**config.mk**
```make
export PLATFORM = sky130hd
export DESIGN_NAME = net_engine_flat
export DESIGN_NICKNAME = d
export VERILOG_FILES = /design/src/rtl/net_engine_if.sv /design/src/rtl/net_engine.sv /design/src/flat_wrapper.sv
export SDC_FILE = /design/constraint.sdc
export NUM_CORES = 2
export LEC_CHECK = 0
export ABC_AREA = 1
export CAP_MARGIN = 20
export CORE_UTILIZATION = 39
export DETAILED_ROUTE_END_ITERATION = 8
export GPL_TIMING_DRIVEN = 1
export PLACE_DENSITY_LB_ADDON = 0.12
export SLEW_MARGIN = 20
export SYNTH_ARGS = -nofsm -noshare
export SYNTH_HDL_FRONTEND = slang
export SYNTH_SLANG_ARGS = --single-unit
export TNS_END_PERCENT = 1
```
**constraint.sdc**
```tcl
create_clock -name aclk -period 3.5 [get_ports aclk]
set_input_delay 0.7 -clock aclk [delete_from_list [all_inputs] [get_ports aclk]]
set_output_delay 0.7 -clock aclk [all_outputs]
set_load 0.1 [all_outputs]
```
**src/rtl/net_engine_if.sv**
```systemverilog
// Bus bundle for net_engine: AXI4-Lite register port, upstream AXI4-Stream input
// and downstream AXI4-Stream output. "slave" is the engine's view, "master" the host/fabric view.
interface net_engine_if #(
  parameter int ADDR_W  = 7,
  parameter int DATA_W  = 32,
  parameter int TDATA_W = 32
);
  logic [ADDR_W-1:0]    s00_axi_awaddr;
  logic [2:0]           s00_axi_awprot;
  logic                 s00_axi_awvalid;
  logic                 s00_axi_awready;
  logic [DATA_W-1:0]    s00_axi_wdata;
  logic [DATA_W/8-1:0]  s00_axi_wstrb;
  logic                 s00_axi_wvalid;
  logic                 s00_axi_wready;
  logic [1:0]           s00_axi_bresp;
  logic                 s00_axi_bvalid;
  logic                 s00_axi_bready;
  logic [ADDR_W-1:0]    s00_axi_araddr;
  logic [2:0]           s00_axi_arprot;
  logic                 s00_axi_arvalid;
  logic                 s00_axi_arready;
  logic [DATA_W-1:0]    s00_axi_rdata;
  logic [1:0]           s00_axi_rresp;
  logic                 s00_axi_rvalid;
  logic                 s00_axi_rready;

  logic [TDATA_W-1:0]   s00_axis_tdata;
  logic [TDATA_W/8-1:0] s00_axis_tstrb;
  logic                 s00_axis_tlast;
  logic                 s00_axis_tvalid;
  logic                 s00_axis_tready;

  logic [TDATA_W-1:0]   m00_axis_tdata;
  logic [TDATA_W/8-1:0] m00_axis_tstrb;
  logic                 m00_axis_tlast;
  logic                 m00_axis_tvalid;
  logic                 m00_axis_tready;

  modport slave (
    input  s00_axi_awaddr, s00_axi_awprot, s00_axi_awvalid,
    output s00_axi_awready,
    input  s00_axi_wdata, s00_axi_wstrb, s00_axi_wvalid,
    output s00_axi_wready,
    output s00_axi_bresp, s00_axi_bvalid,
    input  s00_axi_bready,
    input  s00_axi_araddr, s00_axi_arprot, s00_axi_arvalid,
    output s00_axi_arready,
    output s00_axi_rdata, s00_axi_rresp, s00_axi_rvalid,
    input  s00_axi_rready,
    input  s00_axis_tdata, s00_axis_tstrb, s00_axis_tlast, s00_axis_tvalid,
    output s00_axis_tready,
    output m00_axis_tdata, m00_axis_tstrb, m00_axis_tlast, m00_axis_tvalid,
    input  m00_axis_tready
  );

  modport master (
    output s00_axi_awaddr, s00_axi_awprot, s00_axi_awvalid,
    input  s00_axi_awready,
    output s00_axi_wdata, s00_axi_wstrb, s00_axi_wvalid,
    input  s00_axi_wready,
    input  s00_axi_bresp, s00_axi_bvalid,
    output s00_axi_bready,
    output s00_axi_araddr, s00_axi_arprot, s00_axi_arvalid,
    input  s00_axi_arready,
    input  s00_axi_rdata, s00_axi_rresp, s00_axi_rvalid,
    output s00_axi_rready,
    output s00_axis_tdata, s00_axis_tstrb, s00_axis_tlast, s00_axis_tvalid,
    input  s00_axis_tready,
    input  m00_axis_tdata, m00_axis_tstrb, m00_axis_tlast, m00_axis_tvalid,
    output m00_axis_tready
  );
endinterface

```
**src/rtl/net_engine.sv**
```systemverilog
// Packet capture/replay engine with AXI4-Lite control. Optional feature macro:
// NET_ENGINE_XOR_KEY_EN scrambles replayed words with the KEY register.
//
// rx state  | meaning
// RX_IDLE   | buffer empty, enters RX_RECV next cycle
// RX_RECV   | accepting input beats into the buffer
// RX_DONE   | packet held, waiting for replay to finish
// tx state  | meaning
// TX_IDLE   | nothing to send
// TX_INIT   | start-delay countdown
// TX_SEND   | presenting buffer[rd_ptr] on the output stream
module net_engine #(
  parameter int C_S00_AXI_DATA_WIDTH   = 32,
  parameter int C_S00_AXI_ADDR_WIDTH   = 7,
  parameter int C_S00_AXIS_TDATA_WIDTH = 32,
  parameter int C_M00_AXIS_TDATA_WIDTH = 32,
  parameter int C_M00_AXIS_START_COUNT = 32,
  parameter int C_NUM_WORDS            = 16
) (
  input  logic         aclk,
  input  logic         areset,
  net_engine_if.slave  bus,
  output logic         S_WRITE_COMPLETE
);
  localparam int DW       = C_S00_AXI_DATA_WIDTH;
  localparam int RW       = C_S00_AXI_ADDR_WIDTH - 2;
  localparam int NUM_REGS = 2 ** RW;
  localparam int AW       = (C_NUM_WORDS > 1) ? $clog2(C_NUM_WORDS) : 1;
  localparam int CW       = $clog2(C_NUM_WORDS + 1);
  localparam logic [RW-1:0] IDX_CTRL   = RW'(0);
  localparam logic [RW-1:0] IDX_STATUS = RW'(1);
`ifdef NET_ENGINE_XOR_KEY_EN
  localparam logic [RW-1:0] IDX_KEY    = RW'(2);
`endif
  localparam logic [31:0] START_LOAD =
    (C_M00_AXIS_START_COUNT > 0) ? 32'(C_M00_AXIS_START_COUNT - 1) : 32'd0;

  typedef enum logic [1:0] {RX_IDLE = 2'd0, RX_RECV = 2'd1, RX_DONE = 2'd2} rx_state_t;
  typedef enum logic [1:0] {TX_IDLE = 2'd0, TX_INIT = 2'd1, TX_SEND = 2'd2} tx_state_t;

  rx_state_t rx_state, rx_next;
  tx_state_t tx_state, tx_next;

  logic                              awready_q, wready_q, bvalid_q, arready_q, rvalid_q;
  logic [DW-1:0]                     rdata_q, rd_val, status_word;
  logic [DW-1:0]                     regs [NUM_REGS];
  logic [C_S00_AXIS_TDATA_WIDTH-1:0] buffer [C_NUM_WORDS];
  logic [CW-1:0]                     count;
  logic [AW-1:0]                     rd_ptr;
  logic [31:0]                       timer;
  logic [C_M00_AXIS_TDATA_WIDTH-1:0] tx_word;
  logic [RW-1:0]                     wr_idx, rd_idx;
  logic wr_hs, rd_hs, soft_clr, s_accept, rx_term, tx_last, tx_hs, tx_done;

  assign wr_idx   = bus.s00_axi_awaddr[C_S00_AXI_ADDR_WIDTH-1:2];
  assign rd_idx   = bus.s00_axi_araddr[C_S00_AXI_ADDR_WIDTH-1:2];
  assign wr_hs    = awready_q && wready_q && bus.s00_axi_awvalid && bus.s00_axi_wvalid;
  assign rd_hs    = arready_q && bus.s00_axi_arvalid;
  assign soft_clr = wr_hs && (wr_idx == IDX_CTRL) && bus.s00_axi_wstrb[0] && bus.s00_axi_wdata[0];

  assign s_accept = (rx_state == RX_RECV) && bus.s00_axis_tvalid;
  assign rx_term  = s_accept && (bus.s00_axis_tlast || (count == CW'(C_NUM_WORDS - 1)));
  assign tx_last  = (tx_state == TX_SEND) && ((CW'(rd_ptr) + CW'(1)) == count);
  assign tx_hs    = (tx_state == TX_SEND) && bus.m00_axis_tready;
  assign tx_done  = tx_hs && tx_last;

  assign status_word = DW'({19'd0, 5'(count), 3'd0, S_WRITE_COMPLETE, tx_state, rx_state});

  // AXI4-Lite write channel; ready is a one-cycle pulse, the register lands on the handshake edge
  always_ff @(posedge aclk) begin
    if (areset) begin
      awready_q <= 1'b0;
      wready_q  <= 1'b0;
      bvalid_q  <= 1'b0;
      for (int i = 0; i < NUM_REGS; i++) regs[i] <= '0;
    end else begin
      awready_q <= !awready_q && bus.s00_axi_awvalid && bus.s00_axi_wvalid && !bvalid_q;
      wready_q  <= !wready_q && bus.s00_axi_awvalid && bus.s00_axi_wvalid && !bvalid_q;
      if (wr_hs) begin
        bvalid_q <= 1'b1;
        if (wr_idx > IDX_STATUS) begin
          for (int b = 0; b < DW/8; b++)
            if (bus.s00_axi_wstrb[b]) regs[wr_idx][8*b +: 8] <= bus.s00_axi_wdata[8*b +: 8];
        end
      end else if (bvalid_q && bus.s00_axi_bready) begin
        bvalid_q <= 1'b0;
      end
    end
  end

  always_comb begin
    rd_val = '0;
    if (rd_idx == IDX_STATUS)    rd_val = status_word;
    else if (rd_idx != IDX_CTRL) rd_val = regs[rd_idx];
  end

  always_ff @(posedge aclk) begin
    if (areset) begin
      arready_q <= 1'b0;
      rvalid_q  <= 1'b0;
      rdata_q   <= '0;
    end else begin
      arready_q <= !arready_q && bus.s00_axi_arvalid && !rvalid_q;
      if (rd_hs) begin
        rvalid_q <= 1'b1;
        rdata_q  <= rd_val;
      end else if (rvalid_q && bus.s00_axi_rready) begin
        rvalid_q <= 1'b0;
      end
    end
  end

  always_ff @(posedge aclk) begin
    if (areset) begin
      rx_state <= RX_IDLE;
      tx_state <= TX_IDLE;
    end else begin
      rx_state <= rx_next;
      tx_state <= tx_next;
    end
  end

  always_comb begin
    rx_next = rx_state;
    case (rx_state)
      RX_IDLE: rx_next = RX_RECV;
      RX_RECV: if (rx_term) rx_next = RX_DONE;
      RX_DONE: if (tx_done) rx_next = RX_IDLE;
      default: rx_next = RX_IDLE;
    endcase
    if (soft_clr) rx_next = RX_IDLE;
  end

  always_comb begin
    tx_next = tx_state;
    case (tx_state)
      TX_IDLE: if (rx_state == RX_DONE) tx_next = TX_INIT;
      TX_INIT: if (timer == 32'd0) tx_next = TX_SEND;
      TX_SEND: if (tx_done) tx_next = TX_IDLE;
      default: tx_next = TX_IDLE;
    endcase
    if (soft_clr) tx_next = TX_IDLE;
  end

  // Timer reloads continuously while idle so TX_INIT always starts from a full count
  always_ff @(posedge aclk) begin
    if (areset) begin
      count  <= '0;
      rd_ptr <= '0;
      timer  <= '0;
    end else begin
      if (tx_state == TX_IDLE)                    timer <= START_LOAD;
      else if (tx_state == TX_INIT && timer != 0) timer <= timer - 32'd1;
      if (soft_clr) begin
        count  <= '0;
        rd_ptr <= '0;
      end else begin
        if (s_accept) count <= count + CW'(1);
        if (tx_hs) begin
          if (tx_last) begin
            count  <= '0;
            rd_ptr <= '0;
          end else begin
            rd_ptr <= rd_ptr + AW'(1);
          end
        end
      end
    end
  end

  always_ff @(posedge aclk) begin
    if (s_accept) buffer[count[AW-1:0]] <= bus.s00_axis_tdata;
  end

`ifdef NET_ENGINE_XOR_KEY_EN
  assign tx_word = buffer[rd_ptr] ^ regs[IDX_KEY];
`else
  assign tx_word = buffer[rd_ptr];
`endif

  assign bus.s00_axi_awready = awready_q;
  assign bus.s00_axi_wready  = wready_q;
  assign bus.s00_axi_bresp   = 2'b00;
  assign bus.s00_axi_bvalid  = bvalid_q;
  assign bus.s00_axi_arready = arready_q;
  assign bus.s00_axi_rdata   = rdata_q;
  assign bus.s00_axi_rresp   = 2'b00;
  assign bus.s00_axi_rvalid  = rvalid_q;

  assign bus.s00_axis_tready = (rx_state == RX_RECV);
  assign S_WRITE_COMPLETE    = (rx_state == RX_DONE);

  assign bus.m00_axis_tvalid = (tx_state == TX_SEND);
  assign bus.m00_axis_tdata  = (tx_state == TX_SEND) ? tx_word : '0;
  assign bus.m00_axis_tlast  = tx_last;
  assign bus.m00_axis_tstrb  = '1;

  logic unused_bits;
  assign unused_bits = ^{bus.s00_axi_awaddr[1:0], bus.s00_axi_araddr[1:0],
                         bus.s00_axi_awprot, bus.s00_axi_arprot, bus.s00_axis_tstrb};
endmodule

```
**src/flat_wrapper.sv**
```systemverilog
// flat-port wrapper written by rule: the top's interface ports become plain ports
module net_engine_flat 
#(
  parameter int C_S00_AXI_DATA_WIDTH   = 32,
  parameter int C_S00_AXI_ADDR_WIDTH   = 7,
  parameter int C_S00_AXIS_TDATA_WIDTH = 32,
  parameter int C_M00_AXIS_TDATA_WIDTH = 32,
  parameter int C_M00_AXIS_START_COUNT = 32,
  parameter int C_NUM_WORDS            = 16
)
  (aclk, areset, S_WRITE_COMPLETE, bus_s00_axi_awaddr, bus_s00_axi_awprot, bus_s00_axi_awvalid, bus_s00_axi_awready, bus_s00_axi_wdata, bus_s00_axi_wstrb, bus_s00_axi_wvalid, bus_s00_axi_wready, bus_s00_axi_bresp, bus_s00_axi_bvalid, bus_s00_axi_bready, bus_s00_axi_araddr, bus_s00_axi_arprot, bus_s00_axi_arvalid, bus_s00_axi_arready, bus_s00_axi_rdata, bus_s00_axi_rresp, bus_s00_axi_rvalid, bus_s00_axi_rready, bus_s00_axis_tdata, bus_s00_axis_tstrb, bus_s00_axis_tlast, bus_s00_axis_tvalid, bus_s00_axis_tready, bus_m00_axis_tdata, bus_m00_axis_tstrb, bus_m00_axis_tlast, bus_m00_axis_tvalid, bus_m00_axis_tready);
  net_engine_if #(.ADDR_W(7), .DATA_W(32), .TDATA_W(32)) bus_i ();
  input  logic aclk;
  input  logic areset;
  output logic S_WRITE_COMPLETE;
  input wire logic [$bits(bus_i.s00_axi_awaddr)-1:0] bus_s00_axi_awaddr;
  input wire logic [$bits(bus_i.s00_axi_awprot)-1:0] bus_s00_axi_awprot;
  input wire logic [$bits(bus_i.s00_axi_awvalid)-1:0] bus_s00_axi_awvalid;
  output wire logic [$bits(bus_i.s00_axi_awready)-1:0] bus_s00_axi_awready;
  input wire logic [$bits(bus_i.s00_axi_wdata)-1:0] bus_s00_axi_wdata;
  input wire logic [$bits(bus_i.s00_axi_wstrb)-1:0] bus_s00_axi_wstrb;
  input wire logic [$bits(bus_i.s00_axi_wvalid)-1:0] bus_s00_axi_wvalid;
  output wire logic [$bits(bus_i.s00_axi_wready)-1:0] bus_s00_axi_wready;
  output wire logic [$bits(bus_i.s00_axi_bresp)-1:0] bus_s00_axi_bresp;
  output wire logic [$bits(bus_i.s00_axi_bvalid)-1:0] bus_s00_axi_bvalid;
  input wire logic [$bits(bus_i.s00_axi_bready)-1:0] bus_s00_axi_bready;
  input wire logic [$bits(bus_i.s00_axi_araddr)-1:0] bus_s00_axi_araddr;
  input wire logic [$bits(bus_i.s00_axi_arprot)-1:0] bus_s00_axi_arprot;
  input wire logic [$bits(bus_i.s00_axi_arvalid)-1:0] bus_s00_axi_arvalid;
  output wire logic [$bits(bus_i.s00_axi_arready)-1:0] bus_s00_axi_arready;
  output wire logic [$bits(bus_i.s00_axi_rdata)-1:0] bus_s00_axi_rdata;
  output wire logic [$bits(bus_i.s00_axi_rresp)-1:0] bus_s00_axi_rresp;
  output wire logic [$bits(bus_i.s00_axi_rvalid)-1:0] bus_s00_axi_rvalid;
  input wire logic [$bits(bus_i.s00_axi_rready)-1:0] bus_s00_axi_rready;
  input wire logic [$bits(bus_i.s00_axis_tdata)-1:0] bus_s00_axis_tdata;
  input wire logic [$bits(bus_i.s00_axis_tstrb)-1:0] bus_s00_axis_tstrb;
  input wire logic [$bits(bus_i.s00_axis_tlast)-1:0] bus_s00_axis_tlast;
  input wire logic [$bits(bus_i.s00_axis_tvalid)-1:0] bus_s00_axis_tvalid;
  output wire logic [$bits(bus_i.s00_axis_tready)-1:0] bus_s00_axis_tready;
  output wire logic [$bits(bus_i.m00_axis_tdata)-1:0] bus_m00_axis_tdata;
  output wire logic [$bits(bus_i.m00_axis_tstrb)-1:0] bus_m00_axis_tstrb;
  output wire logic [$bits(bus_i.m00_axis_tlast)-1:0] bus_m00_axis_tlast;
  output wire logic [$bits(bus_i.m00_axis_tvalid)-1:0] bus_m00_axis_tvalid;
  input wire logic [$bits(bus_i.m00_axis_tready)-1:0] bus_m00_axis_tready;
  assign bus_i.s00_axi_awaddr = bus_s00_axi_awaddr;
  assign bus_i.s00_axi_awprot = bus_s00_axi_awprot;
  assign bus_i.s00_axi_awvalid = bus_s00_axi_awvalid;
  assign bus_s00_axi_awready = bus_i.s00_axi_awready;
  assign bus_i.s00_axi_wdata = bus_s00_axi_wdata;
  assign bus_i.s00_axi_wstrb = bus_s00_axi_wstrb;
  assign bus_i.s00_axi_wvalid = bus_s00_axi_wvalid;
  assign bus_s00_axi_wready = bus_i.s00_axi_wready;
  assign bus_s00_axi_bresp = bus_i.s00_axi_bresp;
  assign bus_s00_axi_bvalid = bus_i.s00_axi_bvalid;
  assign bus_i.s00_axi_bready = bus_s00_axi_bready;
  assign bus_i.s00_axi_araddr = bus_s00_axi_araddr;
  assign bus_i.s00_axi_arprot = bus_s00_axi_arprot;
  assign bus_i.s00_axi_arvalid = bus_s00_axi_arvalid;
  assign bus_s00_axi_arready = bus_i.s00_axi_arready;
  assign bus_s00_axi_rdata = bus_i.s00_axi_rdata;
  assign bus_s00_axi_rresp = bus_i.s00_axi_rresp;
  assign bus_s00_axi_rvalid = bus_i.s00_axi_rvalid;
  assign bus_i.s00_axi_rready = bus_s00_axi_rready;
  assign bus_i.s00_axis_tdata = bus_s00_axis_tdata;
  assign bus_i.s00_axis_tstrb = bus_s00_axis_tstrb;
  assign bus_i.s00_axis_tlast = bus_s00_axis_tlast;
  assign bus_i.s00_axis_tvalid = bus_s00_axis_tvalid;
  assign bus_s00_axis_tready = bus_i.s00_axis_tready;
  assign bus_m00_axis_tdata = bus_i.m00_axis_tdata;
  assign bus_m00_axis_tstrb = bus_i.m00_axis_tstrb;
  assign bus_m00_axis_tlast = bus_i.m00_axis_tlast;
  assign bus_m00_axis_tvalid = bus_i.m00_axis_tvalid;
  assign bus_i.m00_axis_tready = bus_m00_axis_tready;
  net_engine #(.C_S00_AXI_DATA_WIDTH(C_S00_AXI_DATA_WIDTH), .C_S00_AXI_ADDR_WIDTH(C_S00_AXI_ADDR_WIDTH), .C_S00_AXIS_TDATA_WIDTH(C_S00_AXIS_TDATA_WIDTH), .C_M00_AXIS_TDATA_WIDTH(C_M00_AXIS_TDATA_WIDTH), .C_M00_AXIS_START_COUNT(C_M00_AXIS_START_COUNT), .C_NUM_WORDS(C_NUM_WORDS)) u_core (.aclk(aclk), .areset(areset), .bus(bus_i), .S_WRITE_COMPLETE(S_WRITE_COMPLETE));
endmodule
```
==> qor.yml <==
floorplan:
  rows: 156
  initial_utilization_pct: 39.3
  die_area_sq_um: 184000
  die_y_um: 429
  ios: 183
  die_x_um: 429
  fp.coreArea_sq_um: 181000
final_layout:
  area_growth_pct: 19.0
  nets: 7588
  final_cell_area_sq_um: 84700
  finish.utilization_pct: 46.8
  fillers: 17000
  layout-drive-gt1-share_pct: 10.7
worst_setup_path:
  r2r_start: "u_core.bus.s00_axi_awready$_SDFF_PP0_"
  crit_type: "reg -> out"
  timing.rr.end: "u_core.regs[22][20]$_SDFFCE_PN0P_"
  critPathMaxFanout: 23
  cp.arrival_ps: 2730
  reg2reg_depth: 8
  critPathCaptureType: "output pin"
  rrSetupSlack_ps: 1050
  cp_data_required_time_ps: 2800
  start_kind: "flop"
job:
  drv_cap: 0
synthesis:
  synth.top_cells.by_count: "nand2_1 (1,654), nor2_1 (1,558), edfxtp_1 (1,536)"
  synthCells: 7129
  yosys_warnings: 0
  synth_top_cells_by_area: "edfxtp_1 (65%), nand2_1 (8.7%), nor2_1 (8.2%), nand3_1 (4.1%), inv_1 (2.4%)"
  yosysTopAreaCellShare_pct: 64.8
  syn-cell-area_sq_um: 71200
  synth_area_per_cell_sq_um: 9.98
  synthDistinctLibCells: 33
  synth_flop_cell: "edfxtp_1"
  ys_ff_latch: 1622
  synth_most_common_cell: "nand2_1"
  synth_edf_count: 1536
  yosys.area.top_type: "edfxtp_1"
  async_flop_share_pct: 0
  ys_seq_area_share_pct: 67.2
power:
  ir_drop_mv: 0.467
  p_per_area_nw_per_um2: 508
  combPwrFrac_pct: 6.6
  intPower_w: 0.0330
  leakage_nw: 33.2
  pwr-share-clk_pct: 42.7
  switching_share_pct: 23.3
  switchingPower_w: 0.0100
  p_seq_share_pct: 50.7
drt:
  post-route-drc-count: 0
  ant_nets: 0
  routed_wl_um: 219000
  avgViaCountPerCell: 5.19
  drtIter0Drc: 4768
  dr.pass1.iters: 6
  vias: 51900
  wire_per_inst_um: 21.9
sta:
  rsz0062_at_grt: "true"
  fin_tns_setup_ps: 0
  fin_ws_ps: 67.2
  relSlewSlack_pct: 35.6
  fin_crit_sh_pct: 98.1
  slew_violations: 0
  setup_viol: 0
  fin_worst_skew_ps: 25.3
  fin_crit_ps: 3430
  tightest_slew_ps: 964
  max_clock_freq_ghz: 0.291
  hold_violations: 0
placement:
  dp_slack_ps: 211
  dp_hpwl_um: 133000
  place_area_sq_um: 78700
  portBuffers: 160
  gp_congestion: 0.835
clocking:
  clk_latency_ps: 820
  cts_inserted_buffers: 179
  cts_sinks: 1622
  cts_tree: "yes"
  htree_num_levels: 4
  path_clk_slew_ps: 60
  cts-root-buf: "clkbuf_16"
  clockBufferDepth: 3
global_route:
  grtUsageTotal_pct: 23.3
  first_global_vias: 49800
  antenna_found_initial: 10
  overflow: 0
  grt_pass1_wl_um: 321000
  grt_max_degree: 104
min_path:
  hold_end: "u_core.regs[0][12]$_SDFFCE_PN0P_"
  hold-path-cell-count: 1
  min_path_type: "in -> reg"
  min_from: "areset"
status:
  run_status: "complete, no violations"
==> power by group through the flow <==
stage | clock, W | combinational (W) | sequential (W)
finish | 0.0184 | 0.00286 | 0.0218
global route | 0.0194 | 0.00310 | 0.0218
detailed placement | 0 | 0.00286 | 0.0222
global placement | 0 | 0.00284 | 0.0222
CTS | 0.0187 | 0.00288 | 0.0218
floorplan | 0 | 0.00149 | 0.0223
==> sequential cells by signal, summed over array words and instances (netlist names), named ones only <==
name	cells
u_core.bus.s00_axi_rvalid	1
u_core.bus.s00_axi_rdata	32
u_core.bus.s00_axi_wready	1
u_core.buffer	512
u_core.rd_ptr	4
u_core.regs	1024
u_core.bus.s00_axi_arready	1
u_core.timer	32
u_core.bus.s00_axi_awready	1
u_core.tx_state	2
u_core.count	5
u_core.rx_state	2
u_core.bus.s00_axi_bvalid	1
==> critical path: stages (launching register included) <==
cell	delay (ps)
dfxtp_4	370
buf_8	160
clkinv_16	120
buf_16	180
o21ai_0	100
o221ai_1	210
o211ai_1	150
a21oi_2	370
buf_12	230
==> how the worst max path moves through the flow <==
| stage | start | end | slack (ps) | cells after the start |
|---|---|---|---|---|
| after CTS | flop | bus_m00_axis_tdata[31] | -50 | 6 |
| after floorplan | u_core.rx_state[0]$_SDFFE_PP0P_ | u_core.buffer[15][0]$_DFFE_PP_ | -540 | 6 |
| after detailed placement | bus_s00_axi_awaddr[4] | u_core.regs[26][14]$_SDFFCE_PN0P_ | 210 | 8 |
| after global routing | flop | bus_m00_axis_tdata[4] | -30 | 8 |
| after global placement | bus_s00_axi_awaddr[4] | u_core.regs[26][13]$_SDFFCE_PN0P_ | 240 | 8 |
| final | flop | bus_m00_axis_tdata[8] | 70 | 8 |
==> through the flow <==
stage	total power [W]	hold slack, ps	std cells
2_1_floorplan	0.0238	444	7199
3_3_place_gp	0.0250	435	9657
5_1_grt	0.0443	271	9993
4_1_cts	0.0434	265	9983
3_5_place_dp	0.0251	443	9657
6_report	0.0430	312	9995
==> cell type report <==
cell class,count,area [sq um],area share (%)
timing repair inverter,1,8.76,0.0103
sequential,1622,47900,56.5
clock buffer,234,4870,5.75
clock inverter,88,779,0.921
timing repair buffer,562,6170,7.29
tap,2370,2970,3.50
multi-input combinational,4646,20200,23.8
inverter,467,1820,2.15
antenna,5,12.5,0.0148
==> per-layer routing <==
metal  wire, um  global-route usage [%]  vias to the layer above
met3      12500                    3.34                      334
met2     106000                    39.2                     1523
met1      94000                    30.9                    25500
met4       6710                    7.76                        6
met5         46                       0                        -
li1           -                       -                    24600
==> timing repair <==
action                                  4_1_cts  5_1_grt
hold buffers                                  0        0
endpoints found under the setup margin       32       27
cloned                                        2        3
resized for setup                            18       14
pin swaps                                     2        3
setup buffers                                 2        4
==> cell usage in the layout, fill, tap and decap left out, types with 72 or more instances in the layout <==
cell type	instances
dfxtp_1	82
a21oi_1	182
o221ai_1	91
clkbuf_16	185
inv_1	456
nand3_1	583
buf_4	340
nand2_1	1653
nor2_1	1538
conb_1	72
o21ai_0	299
buf_12	122
edfxtp_1	1536
clkdlybuf4s50_1	84
==> logic make-up after synthesis <==
family | Yosys count | synth area share (%)
adder cells (fa/ha/maj) | 7 | 0.123
flip-flops | 1622 | 67.2
buffers and inverters | 931 | 5.20
XOR/XNOR | 20 | 0.246
other | 2 | 0.0106
AND/OR/NAND/NOR | 3866 | 21.7
AO/OA/AOI/OAI | 681 | 5.48
(Power assumes the default switching activity.)
